**src/rtl/expr_lane_pkg.sv**
```systemverilog
// expr_lane_pkg: shared opcode enum, widths and operand extension helper
package expr_lane_pkg;
  localparam int OP_W = 4;
  localparam int CNT_W = 16;
  typedef enum logic [OP_W-1:0] {
    OP_ADD, OP_SUB, OP_MUL, OP_AND, OP_OR, OP_XOR, OP_XNOR, OP_SHL,
    OP_SHR, OP_ASHR, OP_LT, OP_LE, OP_EQ, OP_NE, OP_LAND, OP_LOR
  } op_e;
  function automatic logic [31:0] sext_zext(input logic [31:0] val, input logic is_signed, input int w);
    logic [31:0] m;
    m = (32'h1 << w) - 32'h1;
    return (is_signed && val[w-1]) ? (val | ~m) : (val & m);
  endfunction
endpackage

```
**src/rtl/expr_lane_alu.sv**
```systemverilog
// expr_lane_alu: one combinational lane evaluating a W-bit op with Verilog width and sign rules
module expr_lane_alu import expr_lane_pkg::*; #(
  parameter int W = 6
) (
  input  logic [W-1:0]    a,
  input  logic [W-1:0]    b,
  input  logic [OP_W-1:0] op,
  input  logic            is_signed,
  output logic [W-1:0]    y,
  output logic            ovf
);
  localparam int W2 = 2 * W;
  logic [W2-1:0] ax, bx, r;
  logic signed [W-1:0] sa, sb, asr;
  logic lt, eq, arith;
  // Arithmetic runs on 2W-bit extended operands so overflow shows up in the upper bits
  always_comb begin
    ax = W2'(sext_zext(32'(a), is_signed, W));
    bx = W2'(sext_zext(32'(b), is_signed, W));
    sa = $signed(a);
    sb = $signed(b);
    asr = sa >>> b;
    lt = is_signed ? (sa < sb) : (a < b);
    eq = a == b;
    arith = op_e'(op) inside {OP_ADD, OP_SUB, OP_MUL};
    r = op_e'(op) == OP_ADD ? ax + bx : op_e'(op) == OP_SUB ? ax - bx : ax * bx;
    ovf = arith && (is_signed ? !(&r[W2-1:W-1] || ~|r[W2-1:W-1]) : |r[W2-1:W]);
    case (op_e'(op))
      OP_AND:  y = a & b;
      OP_OR:   y = a | b;
      OP_XOR:  y = a ^ b;
      OP_XNOR: y = ~(a ^ b);
      OP_SHL:  y = a << b;
      OP_SHR:  y = a >> b;
      OP_ASHR: y = is_signed ? asr : a >> b;
      OP_LT:   y = W'(lt);
      OP_LE:   y = W'(lt || eq);
      OP_EQ:   y = W'(eq);
      OP_NE:   y = W'(!eq);
      OP_LAND: y = W'(|a && |b);
      OP_LOR:  y = W'(|a || |b);
      default: y = r[W-1:0];
    endcase
  end
endmodule

```
**src/rtl/expr_lane_pipe.sv**
```systemverilog
// expr_lane_pipe: LANES-wide expression evaluator behind a STAGES-deep valid/ready pipeline
// EXPR_LANE_PIPE_PARITY_EN adds out_par, the registered even parity of each lane result
module expr_lane_pipe import expr_lane_pkg::*; #(
  parameter int               LANES       = 4,
  parameter int               W           = 6,
  parameter logic [LANES-1:0] SIGNED_MASK = 4'b1010,
  parameter int               STAGES      = 2
) (
  input  logic                  clk,
  input  logic                  rst,
  input  logic                  in_valid,
  output logic                  in_ready,
  input  logic [LANES*W-1:0]    in_a,
  input  logic [LANES*W-1:0]    in_b,
  input  logic [LANES*OP_W-1:0] in_op,
  output logic                  out_valid,
  input  logic                  out_ready,
  output logic [LANES*W-1:0]    out_y,
  output logic [LANES-1:0]      out_ovf,
`ifdef EXPR_LANE_PIPE_PARITY_EN
  output logic [LANES-1:0]      out_par,
`endif
  output logic [CNT_W-1:0]      out_count
);
`ifdef EXPR_LANE_PIPE_PARITY_EN
  localparam int PW = LANES * W + 2 * LANES;
`else
  localparam int PW = LANES * W + LANES;
`endif
  logic [LANES*W-1:0] alu_y;
  logic [LANES-1:0] alu_ovf;
  logic [PW-1:0] in_p;
  logic [PW-1:0] p_q [STAGES];
  logic [PW-1:0] p_d [STAGES];
  logic [STAGES-1:0] v_q, v_d, adv;
  logic [CNT_W-1:0] cnt_q, cnt_d;
  for (genvar i = 0; i < LANES; i++) begin : g_lane
    expr_lane_alu #(.W(W)) u_alu (
      .a(in_a[i*W +: W]),
      .b(in_b[i*W +: W]),
      .op(in_op[i*OP_W +: OP_W]),
      .is_signed(SIGNED_MASK[i]),
      .y(alu_y[i*W +: W]),
      .ovf(alu_ovf[i])
    );
  end
`ifdef EXPR_LANE_PIPE_PARITY_EN
  logic [LANES-1:0] alu_par;
  for (genvar i = 0; i < LANES; i++) begin : g_par
    assign alu_par[i] = ^alu_y[i*W +: W];
  end
  assign in_p = {alu_par, alu_ovf, alu_y};
  assign out_par = p_q[STAGES-1][LANES*W+LANES +: LANES];
`else
  assign in_p = {alu_ovf, alu_y};
`endif
  // Stage k advances when it or any later stage is empty, or the output beat is taken
  always_comb begin
    for (int k = 0; k < STAGES; k++) adv[k] = out_ready || !(&(v_q | STAGES'((1 << k) - 1)));
    v_d[0] = adv[0] ? in_valid : v_q[0];
    p_d[0] = (adv[0] && in_valid) ? in_p : p_q[0];
    for (int k = 1; k < STAGES; k++) begin
      v_d[k] = adv[k] ? v_q[k-1] : v_q[k];
      p_d[k] = (adv[k] && v_q[k-1]) ? p_q[k-1] : p_q[k];
    end
    cnt_d = cnt_q + CNT_W'(v_q[STAGES-1] && out_ready);
  end
  // Pipeline registers; reset drops every in-flight beat and clears the payload
  always_ff @(posedge clk) begin
    if (rst) begin
      v_q <= '0;
      cnt_q <= '0;
      for (int k = 0; k < STAGES; k++) p_q[k] <= '0;
    end else begin
      v_q <= v_d;
      cnt_q <= cnt_d;
      for (int k = 0; k < STAGES; k++) p_q[k] <= p_d[k];
    end
  end
  assign in_ready = adv[0];
  assign out_valid = v_q[STAGES-1];
  assign out_y = p_q[STAGES-1][LANES*W-1:0];
  assign out_ovf = p_q[STAGES-1][LANES*W +: LANES];
  assign out_count = cnt_q;
endmodule

```
**config.mk**
```make
export PLATFORM = sky130hd
export DESIGN_NAME = expr_lane_pipe
export DESIGN_NICKNAME = d
export VERILOG_FILES = /design/src/rtl/expr_lane_pkg.sv /design/src/rtl/expr_lane_alu.sv /design/src/rtl/expr_lane_pipe.sv
export SDC_FILE = /design/constraint.sdc
export NUM_CORES = 1
export LEC_CHECK = 0
export ABC_AREA = 1
export ABC_CLOCK_PERIOD_IN_PS = 14000
export CORE_MARGIN = 1.5
export CORE_UTILIZATION = 68
export CTS_CLUSTER_DIAMETER = 30
export DETAILED_ROUTE_END_ITERATION = 8
export PLACE_DENSITY = 0.89
export REMOVE_ABC_BUFFERS = 1
export SLEW_MARGIN = 20
export SYNTH_ARGS = -nofsm -noshare
export SYNTH_HDL_FRONTEND = slang
export SYNTH_HIERARCHICAL = 1
export SYNTH_SLANG_ARGS = --single-unit
```
**constraint.sdc**
```tcl
create_clock -name clk -period 14 [get_ports clk]
set_clock_uncertainty 0.2 [all_clocks]
set_input_delay 2.8 -clock clk [delete_from_list [all_inputs] [get_ports clk]]
set_output_delay 2.8 -clock clk [all_outputs]
set_load 0.03 [all_outputs]
```
==> reports/qor.csv, run 1 <==
stage,metric,value,unit
layout,"most common cell after layout, fill and taps aside",nand2_1,
synthesis,"Seq/Total Area, Yosys",0.0778,
detailed_routing,DR iter-0 viols,2230,
clock_tree,hold_buf cts,0,
synthesis,Synth cell types,62,
global_routing,global-route usage over all layers,0.393,
synthesis,Ys Warns,6,
critical_path,reg2reg path depth,5,
critical_path,worst path buffer plus inverter count,5,
critical_path,Most common cell on crit path,nand2_1,
clock_tree,CTS sink cnt,74,
placement,DP HPWL,46.2,mm
critical_path,CP Capture Type,flip-flop,
synthesis,Synth async-reset ratio,0,
layout,Layout fillers,2296,
critical_path,Worst Path Required,14.04,ns
layout,layout overhead on the synthesized area,6.10,%
critical_path,CP Max Fanout,15,
placement,PortBufs,113,
sta,Rel. slew slack,0.373,
synthesis,post-synthesis cell count,3000,
flow_run,number of max-cap violations,0,
detailed_routing,Final ANT Viol Nets,0,
sta,fin crit period,8.39,ns
outcome,run status,"complete, no violations",
sta,Fmax,119,MHz
critical_path,cells along the critical path,clkdlybuf4s50_1 > inv_1 > nor2_1 > inv_1 > fa_1 > fa_1 > fa_1 > fa_1 > inv_1 > ha_1 > nand2_1 > or2_2 > nand3_1 > nand2_1 > nand2_1 > nand2_1 > nand2_1 > inv_1 > o21ai_0 > nand3_1 > a21oi_1 > nor2_1 > o21ai_0 > nor2_1,
global_routing,pin count of the biggest net entering global routing,67,
detailed_routing,vias per cell,5.87,
power,LEAKAGE,10.5,nW
sta,RSZ-0062 raised after global routing,no,
detailed_routing,Post-Route WL,57.0,mm
clock_tree,post-cts resize count,0,
floorplanning,initial core utilization,0.689,
floorplanning,Core Footprint,27600,um^2
critical_path,Crit path depth,24,
detailed_routing,first-pass iteration count of the detailed router,6,
power,Tot Pwr,1.81,mW
global_routing,vias in the first global route,19282,
floorplanning,Rows,61,
layout,layout cells sized above 1,0.0542,
global_routing,GRT Residual Overflow,0,
synthesis,"Top FF cell, synth",dfxtp_1,
detailed_routing,# DRC,0,
critical_path,Startpoint Class,input port,
clock_tree,postcts setup bufs,0,
detailed_routing,via count,19965,
synthesis,"flops & latches, synth",74,
clock_tree,CTS Buf Count,9,
critical_path,Crit Path Class,in2reg,
synthesis,"EDFF count, synth",0,
clock_tree,clock transition at the registers of the reported paths,0.06,ns
critical_path,Slowest Stage Delay on Critical Path,0.79,ns
power,maximum vdd drop,0.000136,V
clock_tree,CTS tree,yes,
critical_path,CP arrival,8.42,ns
global_routing,first-pass GRT wire length,92.4,mm
layout,"commonest non-fill, non-tap cells in the layout","nand2_1, inv_1, nor2_1, ha_1, o21ai_0",
layout,register area,1480,um^2
sta,Worst-Margin Slew,0.941,ns
sta,Final Hold Fails,0,
clock_tree,# H-tree levels,3,
sta,setup tns final,0,ns
detailed_routing,WL per Instance,16.8,um
layout,n_diodes,0,
placement,gp weighted congestion,1.03,
layout,nets,3434,
sta,fin. max-slew vios,0,
global_routing,initial antenna violation count,0,
clock_tree,root buf cell,clkbuf_16,
critical_path,cell family with most CP delay,adder cells,
min_path,Worst Hold Class,reg2reg,
power,pwr dens,89.8,nW/um^2
floorplanning,DIE WIDTH,170,um
floorplanning,Ports,114,
clock_tree,Clock Path Buffers,2,
clock_tree,Clock Latency Late Sink,0.34,ns
layout,area of the multi-input gates,14500,um^2
sta,"Setup violations, final",0,
sta,Final Cycle Share,0.599,
min_path,Hold Crit Depth,2,
floorplanning,Die Y,170,um
critical_path,Crit-path slowest cell,clkdlybuf4s50_1,
synthesis,mean area per synthesized cell,6.34,um^2
synthesis,mapped cell area,19000,um^2
floorplanning,die footprint,29000,um^2
==> cell type report <==
cell class | instances | share of cell area
multi-input combinational | 2198 | 0.717
sequential | 74 | 0.0734
tap | 378 | 0.0234
clock buffer | 10 | 0.0118
inverter | 622 | 0.116
timing repair buffer | 114 | 0.0564
clock inverter | 6 | 0.00198
==> through the flow <==
step	hold WS, ns	area [um^2]	cells	worst slack (ns)	util
after floorplan	0.250	18300	2894	6.64	-
after global placement	0.256	19900	3386	5.55	0.721
after global routing	0.302	20200	3402	5.30	0.731
final	0.275	20200	3402	5.61	0.731
after detailed placement	0.266	19900	3386	5.35	0.721
after CTS	0.279	20200	3402	5.71	0.731
==> per-layer routing <==
layer  vias to the layer above  part of all wire  track usage
met5                         -                 0            0
met4                         0             0.056        0.210
met3                       272             0.079       0.0540
met2                      1094              0.47        0.675
met1                      9167              0.40        0.478
li1                       9432                 -            -
==> path summary, 6_finish.rpt <==
path / startpoint / slack [ns] / end
setup / recovery: in_b[18] / 5.61 / p_q[0][27]
hold / removal: p_q[0][13] / 0.27 / p_q[0][13]
setup reg to reg: v_q[1] / 12.01 / p_q[0][42]
hold reg to reg: p_q[0][13] / 0.27 / p_q[0][13]
==> Yosys cell counts (all sizes together) (3+ instances only) <==
cell     instances  area, um^2
nand2          672        2680
inv            617        2320
nor2           373        1530
o21ai          203        1040
ha             195        2440
nand3          174         951
fa             152        3040
a21oi          137         719
buf             94         678
dfxtp           74        1480
o211ai          40         300
xor2            32         280
clkbuf          28         113
nand4           28         175
o22ai           27         169
nor3            23         115
a31oi           18         113
o2111ai         14         123
xnor2           13         114
o21bai          11        82.6
a211oi          10        75.1
o221ai           9        78.8
a2111oi          8        70.1
and2             6        37.5
or2              6        37.5
a21boi           5        37.5
clkinv           5        28.8
nand3b           4        30.0
a21o             3        22.5
a311oi           3        26.3
a32oi            3        26.3
==> where the power goes <==
| group | total [mW] | switching (mW) | internal [mW] |
|---|---|---|---|
| logic | 1.36 | 0.859 | 0.504 |
| clock network | 0.220 | 0.0951 | 0.125 |
| registers | 0.231 | 0.00734 | 0.224 |
==> worst register-to-register path: stages, from the launching register on <==
cell,delay (ns)
dfxtp_1,0.40
nand2_2,0.09
nand2_2,0.46
inv_2,0.44
nor2_1,0.21
nor2_1,0.07
==> flip-flops by register name, indices dropped and copies added (netlist names) <==
signal / flops
out_count: 16
p_q: 56
v_q: 2
==> cells by family after synthesis <==
kind of cell,count (synthesis),synth area share
buffers and inverters,744,0.165
xor gates and xnor gates,45,0.0207
other,2,0.000395
adders and majority gates,347,0.288
and+or+nand+nor,1291,0.294
AOI/OAI and AO/OA,497,0.154
DFF,74,0.0778
(Power assumes the default switching activity.)
==> run 2, diff against run 1 <==
ABC_CLOCK_PERIOD_IN_PS = 7200   (was 14000)
CORE_UTILIZATION = 57   (was 68)
PLACE_DENSITY = 0.8   (was 0.89)
clock period = 7.2 ns   (was 14 ns; I/O delays follow)
==> reports/qor.csv, run 2 (synthesis gave the netlist of run 1 again) <==
stage,metric,value,unit
global_routing,vias in the first global route,18611,
floorplanning,Ports,114,
sta,Rel. slew slack,0.355,
clock_tree,postcts setup bufs,0,
clock_tree,CTS Buf Count,9,
clock_tree,hold_buf cts,0,
layout,"most common cell after layout, fill and taps aside",nand2_1,
sta,fin crit period,6.70,ns
clock_tree,clock transition at the registers of the reported paths,0.07,ns
critical_path,CP arrival,6.79,ns
layout,n_diodes,0,
floorplanning,Core Footprint,32700,um^2
detailed_routing,first-pass iteration count of the detailed router,8,
critical_path,Crit Path Class,in2reg,
critical_path,Crit path depth,24,
critical_path,r2r endpoint,p_q[0][39],
floorplanning,Die Y,186,um
sta,Fmax,149,MHz
critical_path,Worst Path Required,7.29,ns
critical_path,r2r setup slk,5.23,ns
critical_path,CP Capture Type,flip-flop,
sta,setup tns final,0,ns
global_routing,pin count of the biggest net entering global routing,67,
sta,Worst-Margin Slew,0.967,ns
placement,gp weighted congestion,0.970,
outcome,run status,"complete, no violations",
detailed_routing,DR iter-0 viols,1729,
critical_path,cell family with most CP delay,adder cells,
critical_path,Slowest Stage Delay on Critical Path,0.67,ns
critical_path,worst path buffer plus inverter count,6,
placement,placed cell area,20400,um^2
floorplanning,Rows,66,
critical_path,CP Launch Point,in_a[23],
detailed_routing,Final ANT Viol Nets,0,
clock_tree,Clock Latency Late Sink,0.35,ns
detailed_routing,via count,19493,
critical_path,Critical R2R Launch,v_q[1],
layout,"commonest non-fill, non-tap cells in the layout","nand2_1, inv_1, nor2_1, ha_1, o21ai_0",
clock_tree,Clock Path Buffers,2,
power,LEAKAGE,10.8,nW
detailed_routing,WL per Instance,16.2,um
layout,layout overhead on the synthesized area,8.72,%
sta,fin. max-slew vios,0,
clock_tree,# H-tree levels,3,
power,maximum vdd drop,0.000205,V
clock_tree,CTS sink cnt,74,
placement,DP HPWL,47.5,mm
detailed_routing,# DRC,0,
sta,hold slack,0.277,ns
global_routing,global-route usage over all layers,0.334,
critical_path,CP Max Fanout,9,
floorplanning,die footprint,34500,um^2
sta,Final Hold Fails,0,
layout,layout cells sized above 1,0.0702,
critical_path,reg2reg path depth,5,
placement,PortBufs,113,
sta,final worst slack,0.501,ns
global_routing,first-pass GRT wire length,92.4,mm
global_routing,initial antenna violation count,0,
floorplanning,initial core utilization,0.582,
sta,"Setup violations, final",0,
critical_path,cells along the critical path,clkdlybuf4s50_1 > nand2_2 > nor2_1 > inv_1 > fa_1 > fa_1 > inv_1 > fa_1 > fa_1 > inv_1 > fa_1 > inv_1 > ha_1 > a21oi_1 > o21ai_0 > a31oi_1 > inv_1 > nand3_1 > nand3_2 > nand3_1 > a21oi_1 > nor2_1 > o21ai_0 > nor2_1,
clock_tree,post-cts resize count,0,
clock_tree,CTS tree,yes,
flow_run,number of max-cap violations,0,
detailed_routing,vias per cell,5.54,
power,pwr dens,171,nW/um^2
layout,max reg flops,56,
critical_path,crit path to,p_q[0][27],
min_path,Worst Hold Class,reg2reg,
sta,Final Cycle Share,0.930,
layout,Largest Register,p_q,
clock_tree,root buf cell,clkbuf_16,
placement,dpl ws,0.199,ns
layout,nets,3486,
floorplanning,DIE WIDTH,186,um
critical_path,Crit-path slowest cell,clkdlybuf4s50_1,
critical_path,Startpoint Class,input port,
global_routing,GRT Residual Overflow,0,
detailed_routing,Post-Route WL,57.1,mm
layout,final instance area,20700,um^2
sta,RSZ-0062 raised after global routing,no,
-- run 2: stage by stage --
stage / total power, mW / util / std cells
4_1_cts: 3.50 / 0.633 / 3518
5_1_grt: 3.95 / 0.633 / 3518
3_5_place_dp: 3.02 / 0.623 / 3502
2_1_floorplan: 2.37 / - / 2894
3_3_place_gp: 2.95 / 0.623 / 3502
6_report: 3.53 / 0.633 / 3518
-- run 2: layout make-up --
type / instances / area, um^2
clock buffer: 9 / 225
timing repair buffer: 166 / 1530
inverter: 622 / 2340
fill: 3038 / 12000
clock inverter: 7 / 83.8
sequential: 74 / 1480
tap: 442 / 553
multi-input combinational: 2198 / 14500
-- run 2: tightest hold or removal path, delay by kind of cell, from the launching register on --
kind	cells	cell delay (ns)
flops	1	0.32
simple gates	2	0.13
-- run 2: per-layer routing --
layer | share of wire | global-route usage | vias up
li1 | - | - | 9533
met1 | 0.42 | 0.433 | 9021
met2 | 0.47 | 0.567 | 778
met3 | 0.066 | 0.0313 | 161
met4 | 0.042 | 0.141 | 0
met5 | 0 | 0 | -
-- run 2: how the worst min path moves through the flow --
stage | endpoint | slack (ns) | cells past startpoint | startpoint
after floorplan | p_q[0][21] | 0.25 | 2 | p_q[0][21]
after global placement | p_q[0][17] | 0.26 | 2 | p_q[0][17]
after detailed placement | p_q[0][16] | 0.27 | 2 | p_q[0][16]
after CTS | p_q[0][14] | 0.28 | 2 | p_q[0][14]
after global routing | p_q[0][14] | 0.30 | 2 | p_q[0][14]
final | p_q[0][14] | 0.28 | 2 | p_q[0][14]
-- run 2: where the power goes --
group	internal, mW	switching [mW]	total (mW)
sequential	0.434	0.0161	0.451
combinational	0.991	1.62	2.62
clock	0.274	0.195	0.469
total	1.70	1.83	3.53
